`src/rtl/multicycle_control_pkg.sv`:
```
// Shared opcodes, ALUOp encodings, FSM states and instruction classes
// for the multi-cycle RV32I control unit.
package multicycle_control_pkg;

  localparam int unsigned OP_W       = 7;
  localparam int unsigned ALUOP_BASE_W = 2;

  localparam logic [OP_W-1:0] OP_R  = 7'b0110011;
  localparam logic [OP_W-1:0] OP_I  = 7'b0010011;
  localparam logic [OP_W-1:0] OP_LD = 7'b0000011;
  localparam logic [OP_W-1:0] OP_ST = 7'b0100011;
  localparam logic [OP_W-1:0] OP_BR = 7'b1100011;

  localparam logic [ALUOP_BASE_W-1:0] ALUOP_R    = 2'b00;
  localparam logic [ALUOP_BASE_W-1:0] ALUOP_I    = 2'b10;
  localparam logic [ALUOP_BASE_W-1:0] ALUOP_ADDR = 2'b01;
  localparam logic [ALUOP_BASE_W-1:0] ALUOP_CMP  = 2'b11;

  typedef enum logic [2:0] {FETCH, DECODE, EXEC, MEM, WB, TRAP} state_e;

  typedef enum logic [2:0] {CL_R, CL_I, CL_LD, CL_ST, CL_BR, CL_ILL} iclass_e;

  typedef struct packed {
    iclass_e                 cls;
    logic [ALUOP_BASE_W-1:0] aluop;
    logic                    alusrc;
  } decode_t;

endpackage

```
`src/rtl/multicycle_control_if.sv`:
```
// Instruction/data memory valid-ready handshake between the control unit
// (master) and the memories (slave).
interface multicycle_control_if;
  logic imem_req_o;
  logic imem_ready_i;
  logic dmem_req_o;
  logic dmem_ready_i;

  modport master (output imem_req_o, output dmem_req_o,
                  input  imem_ready_i, input dmem_ready_i);
  modport slave  (input  imem_req_o, input dmem_req_o,
                  output imem_ready_i, output dmem_ready_i);
endinterface

```
`src/rtl/multicycle_control_decode.sv`:
```
// Combinational opcode classifier; the result is captured by the top
// only while in DECODE.
module multicycle_control_decode
  import multicycle_control_pkg::*;
#(
  parameter bit EN_BRANCH = 1'b1
) (
  input  logic [OP_W-1:0] op_i,
  output decode_t         dec_c_o
);

  always_comb begin : classify
    dec_c_o = '{cls: CL_ILL, aluop: ALUOP_R, alusrc: 1'b0};
    case (op_i)
      OP_R:  dec_c_o = '{cls: CL_R,  aluop: ALUOP_R,    alusrc: 1'b0};
      OP_I:  dec_c_o = '{cls: CL_I,  aluop: ALUOP_I,    alusrc: 1'b1};
      OP_LD: dec_c_o = '{cls: CL_LD, aluop: ALUOP_ADDR, alusrc: 1'b1};
      OP_ST: dec_c_o = '{cls: CL_ST, aluop: ALUOP_ADDR, alusrc: 1'b1};
      OP_BR: if (EN_BRANCH) dec_c_o = '{cls: CL_BR, aluop: ALUOP_CMP, alusrc: 1'b0};
      default: ;
    endcase
  end

endmodule

```
`src/rtl/multicycle_control.sv`:
```
// Multi-cycle RV32I control FSM: FETCH/DECODE/EXEC/MEM/WB sequencing,
// memory handshakes with bounded wait, and sticky illegal/timeout trap.
module multicycle_control
  import multicycle_control_pkg::*;
#(
  parameter int unsigned ALUOP_W     = 2,
  parameter int unsigned MEM_TIMEOUT = 16,
  parameter bit          EN_BRANCH   = 1'b1
) (
  input  logic                  clk_i,
  input  logic                  rst_n_i,
  input  logic [OP_W-1:0]       Op_i,
  input  logic                  zero_i,
  multicycle_control_if.master  mem_if,
  output logic                  ir_we_o,
  output logic                  pc_we_o,
  output logic                  pc_sel_o,
  output logic [ALUOP_W-1:0]    ALUOp_o,
  output logic                  ALUSrc_o,
  output logic                  MemWrite_o,
  output logic                  MemToReg_o,
  output logic                  RegWrite_o,
  output logic                  trap_o,
  output logic                  trap_cause_o
);

  localparam int unsigned CNT_W = $clog2(MEM_TIMEOUT + 1);

  state_e           state_q, state_d;
  decode_t          dec_q, dec_d, dec_c;
  logic [CNT_W-1:0] cnt_q, cnt_d;
  logic             cause_q, cause_d;
  logic             run_q, run_d;
  logic             timeout_c;

  multicycle_control_decode #(.EN_BRANCH(EN_BRANCH)) u_decode (
    .op_i    (Op_i),
    .dec_c_o (dec_c)
  );

  assign timeout_c = (cnt_q == CNT_W'(MEM_TIMEOUT));

  // run_q keeps the fetch request low until the first clock after reset release
  always_ff @(posedge clk_i or negedge rst_n_i) begin : state_reg
    if (!rst_n_i) begin
      state_q <= FETCH;
      dec_q   <= '{cls: CL_ILL, aluop: ALUOP_R, alusrc: 1'b0};
      cnt_q   <= '0;
      cause_q <= 1'b0;
      run_q   <= 1'b0;
    end else begin
      state_q <= state_d;
      dec_q   <= dec_d;
      cnt_q   <= cnt_d;
      cause_q <= cause_d;
      run_q   <= run_d;
    end
  end

  always_comb begin : next_state_out
    state_d           = state_q;
    dec_d             = dec_q;
    cnt_d             = cnt_q;
    cause_d           = cause_q;
    run_d             = 1'b1;
    mem_if.imem_req_o = 1'b0;
    mem_if.dmem_req_o = 1'b0;
    ir_we_o           = 1'b0;
    pc_we_o           = 1'b0;
    pc_sel_o          = 1'b0;
    ALUOp_o           = '0;
    ALUSrc_o          = 1'b0;
    MemWrite_o        = 1'b0;
    MemToReg_o        = 1'b0;
    RegWrite_o        = 1'b0;
    trap_o            = 1'b0;
    trap_cause_o      = 1'b0;

    unique case (state_q)
      FETCH: begin
        if (run_q) begin
          mem_if.imem_req_o = 1'b1;
          if (mem_if.imem_ready_i) begin
            ir_we_o = 1'b1;
            pc_we_o = 1'b1;
            state_d = DECODE;
          end else if (timeout_c) begin
            state_d = TRAP;
            cause_d = 1'b1;
          end else begin
            cnt_d = cnt_q + CNT_W'(1);
          end
        end
      end
      DECODE: begin
        dec_d = dec_c;
        if (dec_c.cls == CL_ILL) begin
          state_d = TRAP;
          cause_d = 1'b0;
        end else begin
          state_d = EXEC;
        end
      end
      EXEC: begin
        ALUOp_o  = ALUOP_W'(dec_q.aluop);
        ALUSrc_o = dec_q.alusrc;
        case (dec_q.cls)
          CL_R, CL_I:   state_d = WB;
          CL_LD, CL_ST: state_d = MEM;
          CL_BR: begin
            pc_we_o  = zero_i;
            pc_sel_o = zero_i;
            state_d  = FETCH;
          end
          default: begin
            state_d = TRAP;
            cause_d = 1'b0;
          end
        endcase
      end
      MEM: begin
        ALUOp_o           = ALUOP_W'(dec_q.aluop);
        ALUSrc_o          = dec_q.alusrc;
        mem_if.dmem_req_o = 1'b1;
        MemWrite_o        = (dec_q.cls == CL_ST);
        if (mem_if.dmem_ready_i) begin
          state_d = (dec_q.cls == CL_LD) ? WB : FETCH;
        end else if (timeout_c) begin
          state_d = TRAP;
          cause_d = 1'b1;
        end else begin
          cnt_d = cnt_q + CNT_W'(1);
        end
      end
      WB: begin
        ALUOp_o    = ALUOP_W'(dec_q.aluop);
        ALUSrc_o   = dec_q.alusrc;
        RegWrite_o = 1'b1;
        MemToReg_o = (dec_q.cls == CL_LD);
        state_d    = FETCH;
      end
      TRAP: begin
        trap_o       = 1'b1;
        trap_cause_o = cause_q;
      end
      default: state_d = TRAP;
    endcase

    // wait counter restarts whenever a new state (FETCH or MEM) is entered
    if (state_d != state_q) cnt_d = '0;
  end

endmodule

```
`src/flat_wrapper.sv`:
```
// flat-port wrapper written by rule: the top's interface ports become plain ports
module multicycle_control_flat import multicycle_control_pkg::*;
#(
  parameter int unsigned ALUOP_W     = 2,
  parameter int unsigned MEM_TIMEOUT = 16,
  parameter bit          EN_BRANCH   = 1'b1
)
  (clk_i, rst_n_i, Op_i, zero_i, ir_we_o, pc_we_o, pc_sel_o, ALUOp_o, ALUSrc_o, MemWrite_o, MemToReg_o, RegWrite_o, trap_o, trap_cause_o, mem_if_imem_req_o, mem_if_dmem_req_o, mem_if_imem_ready_i, mem_if_dmem_ready_i);
  multicycle_control_if mem_if_i ();
  input  logic clk_i;
  input  logic rst_n_i;
  input  logic [OP_W-1:0] Op_i;
  input  logic zero_i;
  output logic ir_we_o;
  output logic pc_we_o;
  output logic pc_sel_o;
  output logic [ALUOP_W-1:0] ALUOp_o;
  output logic ALUSrc_o;
  output logic MemWrite_o;
  output logic MemToReg_o;
  output logic RegWrite_o;
  output logic trap_o;
  output logic trap_cause_o;
  output wire logic [$bits(mem_if_i.imem_req_o)-1:0] mem_if_imem_req_o;
  output wire logic [$bits(mem_if_i.dmem_req_o)-1:0] mem_if_dmem_req_o;
  input wire logic [$bits(mem_if_i.imem_ready_i)-1:0] mem_if_imem_ready_i;
  input wire logic [$bits(mem_if_i.dmem_ready_i)-1:0] mem_if_dmem_ready_i;
  assign mem_if_imem_req_o = mem_if_i.imem_req_o;
  assign mem_if_dmem_req_o = mem_if_i.dmem_req_o;
  assign mem_if_i.imem_ready_i = mem_if_imem_ready_i;
  assign mem_if_i.dmem_ready_i = mem_if_dmem_ready_i;
  multicycle_control #(.ALUOP_W(ALUOP_W), .MEM_TIMEOUT(MEM_TIMEOUT), .EN_BRANCH(EN_BRANCH)) u_core (.clk_i(clk_i), .rst_n_i(rst_n_i), .Op_i(Op_i), .zero_i(zero_i), .mem_if(mem_if_i), .ir_we_o(ir_we_o), .pc_we_o(pc_we_o), .pc_sel_o(pc_sel_o), .ALUOp_o(ALUOp_o), .ALUSrc_o(ALUSrc_o), .MemWrite_o(MemWrite_o), .MemToReg_o(MemToReg_o), .RegWrite_o(RegWrite_o), .trap_o(trap_o), .trap_cause_o(trap_cause_o));
endmodule
```
`config.mk`:
```
export PLATFORM = sky130hd
export DESIGN_NAME = multicycle_control_flat
export DESIGN_NICKNAME = d
export VERILOG_FILES = /design/src/rtl/multicycle_control_pkg.sv /design/src/rtl/multicycle_control_if.sv /design/src/rtl/multicycle_control_decode.sv /design/src/rtl/multicycle_control.sv /design/src/flat_wrapper.sv
export SDC_FILE = /design/constraint.sdc
export NUM_CORES = 1
export LEC_CHECK = 0
export CAP_MARGIN = 25
export CORE_MARGIN = 2
export CORE_UTILIZATION = 40
export DETAILED_ROUTE_END_ITERATION = 16
export HOLD_SLACK_MARGIN = 0.03
export SLEW_MARGIN = 20
export SYNTH_ARGS = -nofsm -noshare
export SYNTH_HDL_FRONTEND = slang
export SYNTH_HIERARCHICAL = 1
export SYNTH_SLANG_ARGS = --single-unit
```
`constraint.sdc`:
```
create_clock -name clk_i -period 4.35 [get_ports clk_i]
set_clock_uncertainty 0.2 [all_clocks]
set_input_delay 0.87 -clock clk_i [delete_from_list [all_inputs] [get_ports clk_i]]
set_output_delay 0.87 -clock clk_i [all_outputs]
set_load 0.02 [all_outputs]
```
==> impl_metrics.csv <==
group,metric,value,unit
power,p_int,0.213,mW
flow_run,cap_violations,0,
place,portBuffers,24,
timing,slew_headroom,50.3,%
power,p_sw_share,22.8,%
place,place.gp.congestion,0.769,
floorplanning,ioPinCount,25,
timing,worst_pin_slew,0.743,ns
floorplanning,die_w,59.5,µm
run_status,status,"finished, final reports clean",
synth,synth_seq_cells,16,
timing,slew_viol_final,0,
critical_path,start_kind,"primary input",
global_routing,antenna_found_initial,0,
timing,finalSetupViolCount,0,
detailed_routing,ant_nets,0,
cts,cts_buffers,3,
power,power_leakage,0.583,nW
cts,cts-root-buf,"clkbuf_4",
power,power.total,0.276,mW
synth,syn_nets,138,
cts,clk_pin_slew,0.10,ns
timing,hold_viol,0,
finish,drive_gt1_share,20.1,%
power,combPwrFrac,8.4,%
timing,rsz0062_at_grt,"false",
finish,synthToLayoutAreaGrowth,24.4,%
global_routing,grt_start_max_net_pins,17,
global_routing,grt_pass1_wl,4680,µm
synth,synth_area_leaders,"dfrtp_1, mux2_2, dfstp_2",
place,pre_cts_slack,1.02,ns
power,vdd_drop_max,0.108,mV
synth,syn_area,1230,µm²
power,clkPwrFrac,37.3,%
critical_path,critical_path.max_fanout,5,
timing,post-route-min-period,3.33,ns
place,dp_hpwl,2040,µm
cts,tritoncts,"done",
timing,fmax,0.301,GHz
synth,ys_warn_count,6,
detailed_routing,wl_per_cell,15.1,µm
cts,clock_latency,0.29,ns
timing,period_share,76.4,%
critical_path,crit_required,3.28,ns
cts,h-tree-depth,1,
synth,synth_cells,124,
place,post_dp_cell_area,1490,µm²
critical_path,worstPathCellList,"clkdlybuf4s50_1, and2_1, or2_1, clkdlybuf4s50_1",
floorplanning,initial_core_util,41.3,%
cts,cts_resized,0,
power,switchingPower,0.0628,mW
finish,nets,164,
synth,synth_most_common_cell,"dfrtp_1",
timing,setup_tns,0,ns
synth,synth_top_area_share,28.5,%
place,placedCellCount,178,
cts,postCtsHoldBufs,0,
global_routing,grt_use_total,17.9,%
synth,synthFlopType,"dfrtp_1",
floorplanning,core_area,2980,µm²
synth,async_flop_share,100,%
critical_path,critPathMaxStageDelay,0.59,ns
detailed_routing,drc,0,
critical_path,path_class,"primary input to output pin",
synth,synth_cell_type_count,54,
finish,antenna_cells,0,
floorplanning,fp-row-count,20,
synth,seq_area_frac_synth,32.8,%
floorplanning,chipHeight,59.5,µm
synth,synth_common_cells,"dfrtp_1, nor2_1, nor2b_1",
synth,avgSynthCellArea,9.92,µm²
critical_path,slowest_stage,"clkdlybuf4s50_1",
detailed_routing,vias_per_cell,5.54,
hold_path,hp-class,"register to register",
cts,clock_path_buffers,2,
critical_path,cp.arrival,2.26,ns
cts,post_cts_buffers,0,
critical_path,crit_top_cell,"clkdlybuf4s50_1",
detailed_routing,drt_iter0_drc,37,
floorplanning,fp.dieArea,3530,µm²
detailed_routing,firstDrtPassIters,4,
timing,layout_setup_ws,1.02,ns
detailed_routing,wl,2740,µm
finish,fin_cells,182,
critical_path,endpoint_kind,"output pin",
power,pwr-share-seq,54.3,%
cts,numClockSinks,16,
global_routing,overflow,0,
finish,fin_area,1530,µm²
synth,synth_edf_count,0,
detailed_routing,num_vias,1009,
synth,yosysTopAreaCell,"dfrtp_1",
power,power.density,180,nW/µm²
global_routing,grt_pass1_vias,1000,
critical path: cells and delay by family:
family,cells,cell delay (ns)
buffers and inverters,2,1.13
AND/OR/NAND/NOR,2,0.26
through the flow:
step	hold WS, ns	utilization [%]
after global routing	0.346	51.4
final	0.314	51.4
after CTS	0.318	51.4
after detailed placement	0.293	50.2
after global placement	0.291	50.2
after floorplan	0.273	-
power groups by stage:
stage | Combinational [mW] | Clock, mW | Sequential, mW
floorplan | 0.00621 | 0 | 0.152
global placement | 0.0228 | 0 | 0.152
detailed placement | 0.0234 | 0 | 0.152
CTS | 0.0235 | 0.106 | 0.150
global route | 0.0259 | 0.115 | 0.150
finish | 0.0232 | 0.103 | 0.150
final cells by class:
class | instances | area, µm²
Clock buffer | 4 | 36.3
Fill cell | 279 | 1450
Inverter | 6 | 22.5
Multi-Input combinational cell | 99 | 787
Sequential cell | 16 | 403
Tap cell | 33 | 41.3
Timing Repair Buffer | 24 | 240
metal layers:
metal,wire length (µm),vias up,track usage (%)
met5,0,-,0
met2,1220,26,26.4
met3,153,2,3.71
li1,-,505,-
met4,19,0,7.79
met1,1350,476,25.0
flip-flops by register name, indices dropped and copies added (netlist names):
signal / count
u_core/dec_q: 6
u_core/cnt_q: 5
u_core/state_q: 3
u_core/cause_q: 1
u_core/run_q: 1
cells in the final DEF (no fill, tap or decap), types with 2 or more instances in the layout:
| cell type | n |
|---|---|
| inv_1 | 5 |
| nor4_2 | 2 |
| xnor2_1 | 3 |
| dfrtp_1 | 14 |
| clkdlybuf4s50_1 | 24 |
| and2_1 | 3 |
| a21oi_2 | 2 |
| xor2_1 | 2 |
| ha_1 | 2 |
| and3_1 | 3 |
| nand2b_1 | 3 |
| nor2b_1 | 7 |
| mux2_2 | 6 |
| nand3_1 | 3 |
| mux2i_1 | 2 |
| o21ai_0 | 2 |
| clkbuf_4 | 3 |
| a21oi_1 | 4 |
| nor3_1 | 2 |
| nor3b_1 | 3 |
| nand2_1 | 3 |
| nand3b_1 | 4 |
| nor2_1 | 9 |
| o21ai_1 | 4 |
| nor4_1 | 3 |
| dfstp_2 | 2 |
worst paths after layout:
| kind | start | endpoint | slack, ns | cells past startpoint |
|---|---|---|---|---|
| setup / recovery | mem_if_imem_ready_i | pc_we_o | 1.02 | 4 |
| min in group asynchronous | rst_n_i | u_core/state_q[2]$_DFF_PN0_ | 0.81 | 1 |
| setup reg to reg | u_core/cnt_q[0]$_DFFE_PN0P_ | u_core/cnt_q[1]$_DFFE_PN0P_ | 2.15 | 7 |
| hold / removal | u_core/dec_q[0]$_DFFE_PN0P_ | u_core/dec_q[0]$_DFFE_PN0P_ | 0.31 | 1 |
| hold reg to reg | u_core/dec_q[0]$_DFFE_PN0P_ | u_core/dec_q[0]$_DFFE_PN0P_ | 0.31 | 1 |
| max in group asynchronous | rst_n_i | u_core/dec_q[0]$_DFFE_PN0P_ | 2.68 | 1 |
logic make-up after synthesis:
| family | count (synthesis) | share of synthesized area [%] |
|---|---|---|
| mux | 10 | 9.26 |
| compound gates | 21 | 13.3 |
| other cells | 1 | 0.305 |
| flops | 16 | 32.8 |
| fa+ha+maj | 2 | 2.03 |
| simple gates | 59 | 34.2 |
| buf+inv | 9 | 3.26 |
| xor+xnor | 6 | 4.88 |
(Power assumes the default switching activity.)
